**config.mk**
```make
export PLATFORM = sky130hd
export DESIGN_NAME = avalon_sdram_mport_frontend
export DESIGN_NICKNAME = d
export VERILOG_FILES = /design/src/rtl/sdram_mport_pkg.sv /design/src/rtl/sdram_fifo.sv /design/src/rtl/sdram_rr_arbiter.sv /design/src/rtl/avalon_sdram_mport_frontend.sv
export SDC_FILE = /design/constraint.sdc
export NUM_CORES = 1
export LEC_CHECK = 0
export CAP_MARGIN = 20
export CORE_MARGIN = 1.5
export CORE_UTILIZATION = 40
export DETAILED_ROUTE_END_ITERATION = 7
export PLACE_DENSITY = 0.65
export REMOVE_ABC_BUFFERS = 1
export SYNTH_ARGS = -nofsm -noshare
export SYNTH_HDL_FRONTEND = slang
export SYNTH_SLANG_ARGS = --single-unit
```
**constraint.sdc**
```tcl
create_clock -name clk -period 3.15 [get_ports clk]
set_input_delay 0.4725 -clock clk [delete_from_list [all_inputs] [get_ports clk]]
set_output_delay 0.4725 -clock clk [all_outputs]
set_load 0.005 [all_outputs]
```
**src/rtl/sdram_mport_pkg.sv**
```systemverilog
// Shared helpers for the multi-port SDRAM front end.
// The command entry struct depends on AW/DW, so each module declares it from its own localparams.
package sdram_mport_pkg;

  // Width of a port index; a single port still gets a 1-bit tag.
  function automatic int port_idx_w(input int n);
    return (n <= 1) ? 1 : $clog2(n);
  endfunction

endpackage

```
**src/rtl/sdram_fifo.sv**
```systemverilog
// Synchronous FIFO with registered pointers; push is ignored when full and pop when empty.
module sdram_fifo #(
  parameter int W     = 8,
  parameter int DEPTH = 4
) (
  input  logic         clk,
  input  logic         reset,
  input  logic         push_i,
  input  logic [W-1:0] din_i,
  input  logic         pop_i,
  output logic [W-1:0] dout_o,
  output logic         empty_o,
  output logic         full_o
);
  localparam int PW = $clog2(DEPTH);

  logic [W-1:0]  mem_q [DEPTH];
  logic [PW-1:0] wptr_q, rptr_q;
  logic [PW:0]   cnt_q, cnt_d;
  logic          push_ok, pop_ok;

  assign empty_o = (cnt_q == '0);
  assign full_o  = (cnt_q == (PW+1)'(DEPTH));
  assign push_ok = push_i & ~full_o;
  assign pop_ok  = pop_i & ~empty_o;
  assign dout_o  = mem_q[rptr_q];

  always_comb begin
    cnt_d = cnt_q;
    if (push_ok & ~pop_ok) cnt_d = cnt_q + 1'b1;
    else if (pop_ok & ~push_ok) cnt_d = cnt_q - 1'b1;
  end

  always_ff @(posedge clk) begin
    if (push_ok) mem_q[wptr_q] <= din_i;
  end

  always_ff @(posedge clk) begin
    if (reset) begin
      wptr_q <= '0;
      rptr_q <= '0;
      cnt_q  <= '0;
    end else begin
      if (push_ok) wptr_q <= wptr_q + 1'b1;
      if (pop_ok)  rptr_q <= rptr_q + 1'b1;
      cnt_q <= cnt_d;
    end
  end
endmodule

```
**src/rtl/sdram_rr_arbiter.sv**
```systemverilog
// Round-robin arbiter: lowest requester at/after the pointer wins; grant is frozen while the
// downstream stalls, and the pointer moves past the winner only when the request is accepted.
module sdram_rr_arbiter #(
  parameter int N  = 2,
  parameter int IW = 1
) (
  input  logic          clk,
  input  logic          reset,
  input  logic [N-1:0]  req_i,
  input  logic          hold_i,
  input  logic          adv_i,
  output logic          gnt_vld_o,
  output logic [IW-1:0] gnt_o
);
  logic [IW-1:0] rr_q, rr_d, lidx_q, pick;
  logic          lock_q, found;

  always_comb begin
    int idx;
    idx   = 0;
    pick  = '0;
    found = 1'b0;
    for (int i = 0; i < N; i++) begin
      idx = int'(rr_q) + i;
      if (idx >= N) idx = idx - N;
      if (!found && req_i[idx]) begin
        found = 1'b1;
        pick  = IW'(idx);
      end
    end
  end

  // A stalled request keeps its grant even if a lower index becomes eligible.
  assign gnt_o     = lock_q ? lidx_q : pick;
  assign gnt_vld_o = lock_q | found;
  assign rr_d      = (gnt_o == IW'(N-1)) ? '0 : gnt_o + 1'b1;

  always_ff @(posedge clk) begin
    if (reset) begin
      rr_q   <= '0;
      lidx_q <= '0;
      lock_q <= 1'b0;
    end else begin
      lock_q <= hold_i;
      lidx_q <= gnt_o;
      if (adv_i) rr_q <= rr_d;
    end
  end
endmodule

```
**src/rtl/avalon_sdram_mport_frontend.sv**
```systemverilog
// Multi-port Avalon-MM front end: per-port command FIFOs, round-robin onto one bus_req channel,
// and tag-FIFO routing of in-order read responses back to the issuing port.
module avalon_sdram_mport_frontend
  import sdram_mport_pkg::*;
#(
  parameter int NUM_PORTS       = 2,
  parameter int AW              = 24,
  parameter int DW              = 16,
  parameter int CMD_FIFO_DEPTH  = 4,
  parameter int MAX_OUTSTANDING = 8
) (
  input  logic                        clk,
  input  logic                        reset,
  input  logic [NUM_PORTS-1:0]        avs_read,
  input  logic [NUM_PORTS-1:0]        avs_write,
  input  logic [NUM_PORTS*AW-1:0]     avs_address,
  input  logic [NUM_PORTS*DW-1:0]     avs_writedata,
  input  logic [NUM_PORTS*DW/8-1:0]   avs_byteenable,
  output logic [NUM_PORTS-1:0]        avs_waitrequest,
  output logic [NUM_PORTS*DW-1:0]     avs_readdata,
  output logic [NUM_PORTS-1:0]        avs_readdatavalid,
  output logic                        bus_req_valid,
  input  logic                        bus_req_ready,
  output logic                        bus_req_write,
  output logic [AW-1:0]               bus_req_address,
  output logic [DW-1:0]               bus_req_writedata,
  output logic [DW/8-1:0]             bus_req_byteenable,
  input  logic                        bus_resp_valid,
  input  logic [DW-1:0]               bus_resp_readdata,
  output logic                        resp_err
);
  localparam int BW = DW / 8;
  localparam int IW = port_idx_w(NUM_PORTS);

  typedef struct packed {
    logic          write;
    logic [AW-1:0] addr;
    logic [BW-1:0] be;
    logic [DW-1:0] wdata;
  } cmd_t;

  cmd_t                           head [NUM_PORTS];
  cmd_t                           sel;
  logic [NUM_PORTS-1:0]           empty, full, elig, pop;
  logic [IW-1:0]                  gnt, tag_head;
  logic                           gnt_vld, accept, tag_full, tag_empty;
  logic [NUM_PORTS-1:0]           rdv_q;
  logic [NUM_PORTS-1:0][DW-1:0]   rdata_q;
  logic                           err_q;

  assign accept = bus_req_valid & bus_req_ready;

  for (genvar p = 0; p < NUM_PORTS; p++) begin : g_port
    cmd_t din;
    // read and write together is taken as a write
    assign din = '{write: avs_write[p],
                   addr:  avs_address[p*AW +: AW],
                   be:    avs_byteenable[p*BW +: BW],
                   wdata: avs_writedata[p*DW +: DW]};

    sdram_fifo #(.W($bits(cmd_t)), .DEPTH(CMD_FIFO_DEPTH)) u_cmd_fifo (
      .clk     (clk),
      .reset   (reset),
      .push_i  (avs_read[p] | avs_write[p]),
      .din_i   (din),
      .pop_i   (pop[p]),
      .dout_o  (head[p]),
      .empty_o (empty[p]),
      .full_o  (full[p])
    );

    assign avs_waitrequest[p] = full[p];
    assign elig[p]            = ~empty[p] & (head[p].write | ~tag_full);
    assign pop[p]             = accept & (gnt == IW'(p));
  end

  sdram_rr_arbiter #(.N(NUM_PORTS), .IW(IW)) u_arb (
    .clk       (clk),
    .reset     (reset),
    .req_i     (elig),
    .hold_i    (bus_req_valid & ~bus_req_ready),
    .adv_i     (accept),
    .gnt_vld_o (gnt_vld),
    .gnt_o     (gnt)
  );

  always_comb begin
    sel = '0;
    for (int p = 0; p < NUM_PORTS; p++)
      if (gnt == IW'(p)) sel = head[p];
  end

  assign bus_req_valid      = gnt_vld;
  assign bus_req_write      = sel.write;
  assign bus_req_address    = sel.addr;
  assign bus_req_writedata  = sel.wdata;
  assign bus_req_byteenable = sel.be;

  // Issue-ordered port indices of reads in flight; responses come back in the same order.
  sdram_fifo #(.W(IW), .DEPTH(MAX_OUTSTANDING)) u_tag_fifo (
    .clk     (clk),
    .reset   (reset),
    .push_i  (accept & ~sel.write),
    .din_i   (gnt),
    .pop_i   (bus_resp_valid),
    .dout_o  (tag_head),
    .empty_o (tag_empty),
    .full_o  (tag_full)
  );

  always_ff @(posedge clk) begin
    if (reset) begin
      rdv_q   <= '0;
      rdata_q <= '0;
      err_q   <= 1'b0;
    end else begin
      rdv_q <= '0;
      if (bus_resp_valid) begin
        if (tag_empty) err_q <= 1'b1;
        else begin
          for (int p = 0; p < NUM_PORTS; p++) begin
            if (tag_head == IW'(p)) begin
              rdv_q[p]   <= 1'b1;
              rdata_q[p] <= bus_resp_readdata;
            end
          end
        end
      end
    end
  end

  assign avs_readdatavalid = rdv_q;
  assign avs_readdata      = rdata_q;
  assign resp_err          = err_q;
endmodule
```
==> results.sh, run 1 <==
export IMPL_run_status="finished with violations"
export IMPL_violations="negative setup slack"
export IMPL_grt_start_max_net_pins=43
export IMPL_crit_arrival_ps=2760
export IMPL_synth_largest_type_area_fraction_pct=65.14
export IMPL_p_total_mw=19.53
export IMPL_power_per_cell_area_nw_per_um2=937.0
export IMPL_pwr_share_seq_pct=39.0
export IMPL_finalHoldViolations=0
export IMPL_critical_path_cell_chain="mux4_2, or3_4, nand3_4, buf_12, buf_8, buf_6, mux2_4, buf_6"
export IMPL_drive_gt1_share_pct=29.56
export IMPL_setup_viol_count_final=24
export IMPL_clockBufferDepth=3
export IMPL_die_w_um=204.4
export IMPL_maxCapViolations=0
export IMPL_synth_area_per_cell_sq_um=19.81
export IMPL_layout_worst_path_cycle_share_pct=102.6
export IMPL_layout_area_overhead_vs_synth_pct=28.47
export IMPL_power_net_switching_mw=5.496
export IMPL_layout_cells_non_filler=1631
export IMPL_yosys_warnings=0
export IMPL_cts_sinks=421
export IMPL_numCtsBuffers=45
export IMPL_largest_area_contributor_in_the_netlist="sky130_fd_sc_hd__edfxtp_1"
export IMPL_fp_dieArea_sq_um=41780
export IMPL_ant_nets=0
export IMPL_timing_worst_setup_path_type="reg2out"
export IMPL_power_static_leakage_nw=7.212
export IMPL_synth_most_common_cell="sky130_fd_sc_hd__edfxtp_1"
export IMPL_drt_iter0_drc=637
export IMPL_rsz0062_at_grt="true"
export IMPL_power_frac_comb_pct=34.8
export IMPL_initial_antenna_violation_count=5
export IMPL_critPathMaxFanout=7
export IMPL_routed_wirelength_um=35110
export IMPL_drt_drc_violations_left=0
export IMPL_crit_top_cell="sky130_fd_sc_hd__buf_6"
export IMPL_synth_cell_type_count=47
export IMPL_holdBufCountCts=0
export IMPL_cts_tree="built"
export IMPL_gr_usage_all_layers_pct=17.18
export IMPL_routed_via_count=8290
export IMPL_start_kind="register"
export IMPL_first_global_vias=8693
export IMPL_cp_end_kind="primary output"
export IMPL_ioPinCount=189
export IMPL_syn_cell_area_sq_um=16230
export IMPL_timing_hold_ws_ps=478.2
export IMPL_filler_cell_count=3199
export IMPL_finalWorstPathRequiredPeriod_ps=3233
export IMPL_relSlewSlack_pct=45.70
export IMPL_clk_pin_slew_worst_paths_ps=60
export IMPL_path_delay_family="multiplexers"
export IMPL_crit_required_ps=2680
export IMPL_initial_core_utilization_pct=40.65
export IMPL_cell_internal_power_mw=14.04
export IMPL_cts_root_buf="sky130_fd_sc_hd__clkbuf_16"
export IMPL_final_nets=1192
export IMPL_core_area_sq_um=39910
export IMPL_worst_slew_pin_transition_ps=814.4
export IMPL_power_switching_fraction_pct=28.14
export IMPL_timing_critical_path_slowest_stage_cell="sky130_fd_sc_hd__mux4_2"
export IMPL_firstDrtPassIters=5
export IMPL_critPathMaxStageDelay_ps=490
export IMPL_routability_driven_placement_congestion_ratio=0.7469
export IMPL_ys_async_sr_fraction_pct=0
export IMPL_synth_cells_most_frequent="sky130_fd_sc_hd__edfxtp_1 (352), sky130_fd_sc_hd__mux4_2 (88), sky130_fd_sc_hd__dfxtp_1 (69), sky130_fd_sc_hd__nor2_1 (63), sky130_fd_sc_hd__mux2_2 (45)"
export IMPL_max_vdd_ir_drop_uv=597.2
export IMPL_grt_pass1_wl_um=52870
export IMPL_core_rowCount=73
export IMPL_post_route_worst_setup_slack_ps=-82.69
export IMPL_skew_ps=21.19
export IMPL_achievable_frequency_mhz=309.3
export IMPL_holdCritPathClass="reg2reg"
export IMPL_skew_pair_late_insertion_delay_ps=560
export IMPL_ys_seq_area_share_pct=73.66
export IMPL_hpwl_um=21670
export IMPL_cp_num_buf_inv=4
export IMPL_dp_worst_setup_slack_ps=54.61
export IMPL_synth_edff_count=352
export IMPL_dominantRegCellSynth="sky130_fd_sc_hd__edfxtp_1"
export IMPL_synth_ff_latch_count=421
export IMPL_die_y_um=204.4
export IMPL_tns_ps=-1049
export IMPL_maxSlewViolCount=0
export IMPL_ctsHtreeMaxLevel=2
export IMPL_gr_total_overflow=0
export IMPL_clockPowerShare_pct=26.2
export IMPL_syn_inst=819
export IMPL_routed_wire_length_per_instance_um=21.53
export IMPL_synth_area_top_cells="sky130_fd_sc_hd__edfxtp_1 (65%), sky130_fd_sc_hd__mux4_2 (12%), sky130_fd_sc_hd__dfxtp_1 (8.5%)"
export IMPL_avgViaCountPerCell=5.083
export IMPL_port_buffer_count=188
export IMPL_placedCellCount=1530
registers in the layout, summed over array words and instances (netlist names), named ones only:
name and cells:
u_tag_fifo.cnt_q 4, u_tag_fifo.rptr_q 3, u_tag_fifo.mem_q 8, u_arb.lock_q 1
resp_err 1, u_arb.rr_q 1, g_port.u_cmd_fifo.wptr_q 4, u_arb.lidx_q 1
avs_readdatavalid 2, u_tag_fifo.wptr_q 3, avs_readdata 32, g_port.u_cmd_fifo.cnt_q 6
g_port.u_cmd_fifo.mem_q 344, g_port.u_cmd_fifo.rptr_q 4
what timing repair did:
| action | CTS | global route |
|---|---|---|
| buffers inserted | 14 | 3 |
| pin swaps | 2 | 11 |
| gates cloned | 4 | 0 |
| endpoints found under the setup margin | 43 | 47 |
| gates resized for setup | 244 | 15 |
metal layers:
layer	part of all wire, %	wire (um)	GRT usage (%)
met5	0.13	44	0
met4	1.6	554	4.674
met3	5.5	1926	3.779
met2	49	17100	28.00
met1	44	15480	23.33
path summary, 6_finish.rpt:
kind | startpoint | end | slack (ps) | depth (start not counted)
worst max-delay path | g_port[1].u_cmd_fifo.mem_q[3][42] | bus_req_writedata[3] | -80 | 8
worst min-delay path | u_tag_fifo.rptr_q[1] | register | 480 | 2
worst max register to register | g_port[0].u_cmd_fifo.cnt_q[2] | u_tag_fifo.cnt_q[3] | 110 | 12
worst min register to register | u_tag_fifo.rptr_q[1] | register | 480 | 2
per-stage QoR:
step           util, %  area [sq um]
2_1_floorplan        -         16020
5_1_grt          52.21         20840
3_5_place_dp     47.82         19090
4_1_cts          52.42         20920
3_3_place_gp     47.82         19090
6_report         52.22         20850
final cells by class:
class / count / area [sq um] / share of cell area [%]
antenna: 3 / 7.507 / 0.03601
clock buffer: 53 / 1176 / 5.642
clock inverter: 31 / 269.0 / 1.291
inverter: 12 / 45.04 / 0.2161
multi-input combinational: 345 / 4220 / 20.25
sequential: 421 / 11970 / 57.41
tap: 525 / 656.9 / 3.151
timing repair buffer: 241 / 2502 / 12.00
worst register-to-register path, cell delays in order, from the launching register on:
cell	delay, ps
sky130_fd_sc_hd__dfxtp_1	330
sky130_fd_sc_hd__or3_4	390
sky130_fd_sc_hd__a221oi_2	300
sky130_fd_sc_hd__mux2i_1	250
sky130_fd_sc_hd__nor3b_2	260
sky130_fd_sc_hd__ha_2	220
sky130_fd_sc_hd__inv_1	80
sky130_fd_sc_hd__ha_1	300
sky130_fd_sc_hd__a21o_1	190
sky130_fd_sc_hd__a21oi_2	130
sky130_fd_sc_hd__xnor2_1	90
sky130_fd_sc_hd__or3_1	310
sky130_fd_sc_hd__a21oi_1	130
power by group through the flow:
stage / clock, mW / combinational, mW / sequential (mW)
2_1_floorplan: 0 / 3.03 / 7.89
3_3_place_gp: 0 / 6.14 / 7.68
3_5_place_dp: 0 / 6.17 / 7.74
4_1_cts: 5.24 / 7.17 / 7.63
5_1_grt: 5.46 / 7.35 / 7.72
6_report: 5.11 / 6.80 / 7.62
cells in the final DEF (no fill, tap or decap), types with 11 or more instances in the layout:
cell type                           n
sky130_fd_sc_hd__clkdlybuf4s50_1  144
sky130_fd_sc_hd__clkbuf_16         45
sky130_fd_sc_hd__mux4_2            88
sky130_fd_sc_hd__buf_4             31
sky130_fd_sc_hd__mux2_4            33
sky130_fd_sc_hd__mux2i_1           40
sky130_fd_sc_hd__mux2_2            12
sky130_fd_sc_hd__edfxtp_1         352
sky130_fd_sc_hd__dfxtp_1           62
sky130_fd_sc_hd__buf_12            16
sky130_fd_sc_hd__clkinv_1          12
sky130_fd_sc_hd__ha_1              13
sky130_fd_sc_hd__inv_1             11
sky130_fd_sc_hd__nor2_1            62
sky130_fd_sc_hd__buf_6             32
kinds of logic after synthesis:
family	count (synthesis)	share of synthesized area, %
flops	421	73.66
mux	175	17.94
simple gates	117	3.686
buf+inv	53	1.565
compound gates	23	0.9716
fa+ha+maj	18	1.527
xor+xnor	12	0.6477
Note: power is estimated with default switching activity, not from simulation.
==> inputs of run 2 (changes only) <==
Settings changed: CORE_ASPECT_RATIO set to 0.8.
==> run 2 against run 1 <==
  * Final area up 1.0%
  * Wire length up 0.72%
  * First-iteration DRC count down 23%
  * Die area about the same
  * Worst hold slack worse by 5.6 ps
  * The flow still finishes with violations (negative setup slack)
  * Sequential power about the same
  * Cell count up 0.86%
  * Total power up 2.9%
  * Sequential share of layout area down 0.60 points
  * Clock skew down 2.4 ps
  * Clock power about the same
  * Register-to-register slack worse by 110 ps
==> results.sh, run 2 (synthesized netlist as in run 1, its figures left out) <==
export IMPL_drt_iter0_drc=491
export IMPL_grt_start_max_net_pins=44
export IMPL_hold_path_startpoint="reset"
export IMPL_clk_pin_slew_worst_paths_ps=60
export IMPL_hold_path_depth=2
export IMPL_final_cell_mix="sky130_fd_sc_hd__edfxtp_1 (352), sky130_fd_sc_hd__clkdlybuf4s50_1 (144), sky130_fd_sc_hd__mux4_2 (88)"
export IMPL_gr_usage_all_layers_pct=17.12
export IMPL_initial_antenna_violation_count=1
export IMPL_numCtsBuffers=42
export IMPL_initial_core_utilization_pct=40.88
export IMPL_worst_r2r_setup_slack_ps=0
export IMPL_cts_sinks=421
export IMPL_post_route_worst_setup_slack_ps=-192.1
export IMPL_crit_required_ps=2680
export IMPL_layout_worst_path_cycle_share_pct=106.1
export IMPL_clockBufferDepth=3
export IMPL_relSlewSlack_pct=48.82
export IMPL_routability_driven_placement_congestion_ratio=0.7553
export IMPL_largest_register_ffs=344
export IMPL_r2r_end="u_tag_fifo.cnt_q[3]"
export IMPL_cts_tree="built"
export IMPL_power_per_cell_area_nw_per_um2=954.3
export IMPL_start_kind="register"
export IMPL_tns_ps=-3588
export IMPL_power_static_leakage_nw=7.330
export IMPL_finalWorstPathRequiredPeriod_ps=3342
export IMPL_violations="negative setup slack"
export IMPL_leading_cell_type_in_the_layout_fill_and_taps_excluded="sky130_fd_sc_hd__edfxtp_1"
export IMPL_timing_reg2reg_worst_path_depth=12
export IMPL_ctsHtreeMaxLevel=2
export IMPL_routed_via_count=8320
export IMPL_worst_hold_path_ep="avs_readdata[6]"
export IMPL_critPathMaxFanout=6
export IMPL_layout_area_overhead_vs_synth_pct=29.79
export IMPL_maxSlewViolCount=0
export IMPL_run_status="finished with violations"
export IMPL_port_buffer_count=188
export IMPL_ant_nets=0
export IMPL_die_w_um=228.2
export IMPL_rsz0062_at_grt="true"
export IMPL_cp_end_kind="primary output"
export IMPL_worst_slew_pin_transition_ps=767.7
export IMPL_worstReg2RegStart="g_port[0].u_cmd_fifo.cnt_q[2]"
export IMPL_drt_drc_violations_left=0
export IMPL_timing_worst_setup_path_type="reg2out"
export IMPL_die_y_um=183.1
export IMPL_routed_wirelength_um=35370
export IMPL_hpwl_um=20150
export IMPL_placedCellCount=1536
export IMPL_fp_dieArea_sq_um=41790
export IMPL_fin_util_pct=53.06
export IMPL_maxCapViolations=0
export IMPL_p_total_mw=20.10
export IMPL_holdBufCountCts=0
export IMPL_final_nets=1203
export IMPL_avgViaCountPerCell=5.058
export IMPL_holdCritPathClass="in2reg"
export IMPL_firstDrtPassIters=5
export IMPL_crit_arrival_ps=2870
export IMPL_first_global_vias=8560
export IMPL_max_vdd_ir_drop_uv=541.0
export IMPL_ioPinCount=189
export IMPL_routed_wire_length_per_instance_um=21.50
export IMPL_finalHoldViolations=0
export IMPL_skew_ps=18.74
export IMPL_achievable_frequency_mhz=299.2
export IMPL_gr_total_overflow=0
export IMPL_cts_root_buf="sky130_fd_sc_hd__clkbuf_16"
export IMPL_filler_cell_count=3188
export IMPL_setup_viol_count_final=37
export IMPL_skew_pair_late_insertion_delay_ps=540
export IMPL_core_rowCount=65
export IMPL_core_area_sq_um=39690
export IMPL_largest_register="g_port.u_cmd_fifo.mem_q"
export IMPL_grt_pass1_wl_um=53500
export IMPL_drive_gt1_share_pct=29.69
export IMPL_layout_cells_non_filler=1645
run 2: cell types whose count changed in the layout (fill, tap and decap cells not counted), sizes merged, moves of 2 or more:
cell,change
diode,-2
clkinv,-10
buf,+16
dlygate4sd2,+2
inv,-3
run 2: repair_timing:
item                                   CTS  global route
setup endpoints to repair               44            43
resized for setup                      261            15
pin swaps                                3             4
setup buffers                           26             6
endpoints found under the hold margin    0             0
gates cloned                             3             0
run 2: worst max path at each step:
| stage | startpoint | end | slack (ps) | cells after the start |
|---|---|---|---|---|
| 2_1_floorplan | register | g_port[0].u_cmd_fifo.cnt_q[2] | -2030 | 10 |
| 3_3_place_gp | g_port[0].u_cmd_fifo.cnt_q[2] | u_tag_fifo.cnt_q[3] | 40 | 12 |
| 3_5_place_dp | g_port[0].u_cmd_fifo.cnt_q[2] | u_tag_fifo.cnt_q[3] | -30 | 12 |
| 4_1_cts | register | bus_req_writedata[2] | -200 | 9 |
| 5_1_grt | u_tag_fifo.cnt_q[1] | bus_req_address[8] | -240 | 9 |
| 6_report | u_tag_fifo.cnt_q[1] | bus_req_address[8] | -190 | 9 |
run 2: routing by layer:
layer	vias up	GRT usage, %	wire (um)
met5	-	0	17
met4	2	3.656	481
met3	40	3.607	1619
met2	164	28.35	17300
met1	4327	23.48	15940
li1	3787	-	-
run 2: critical path, cell delays in order, from the launching register on:
cell and delay, ps:
sky130_fd_sc_hd__dfxtp_2 320, sky130_fd_sc_hd__or4b_4 590, sky130_fd_sc_hd__or3_4 380, sky130_fd_sc_hd__nand3_4 130, sky130_fd_sc_hd__buf_12 120, sky130_fd_sc_hd__buf_12 120
sky130_fd_sc_hd__buf_12 140, sky130_fd_sc_hd__buf_6 110, sky130_fd_sc_hd__mux2_4 300, sky130_fd_sc_hd__buf_6 120
run 2: report_power, final:
part | leakage, nW | switching (mW) | internal [mW]
Sequential | 3.82 | 0.313 | 7.30
Combinational | 2.81 | 3.19 | 4.19
Clock | 0.700 | 2.04 | 3.07
run 2: layout make-up:
class                           instances  area, sq um  share of cell area [%]
Clock inverter                         18        240.2                   1.141
Sequential cell                       421        11960                   56.81
Tap cell                              536        670.6                   3.185
Antenna cell                            1        2.502                 0.01188
Multi-Input combinational cell        345         4233                   20.10
Clock buffer                           57         1191                   5.656
Timing Repair Buffer                  255         2713                   12.88
Inverter                               12        45.04                  0.2139
run 2: stage by stage:
step / hold slack [ps] / setup WS [ps] / area, sq um
6_report: 472.5 / -192.1 / 21060
4_1_cts: 457.4 / -195.9 / 21000
3_5_place_dp: 469.0 / -34.47 / 18990
2_1_floorplan: 446.7 / -2035 / 16020
5_1_grt: 488.4 / -244.6 / 21060
3_3_place_gp: 452.4 / 43.59 / 18990
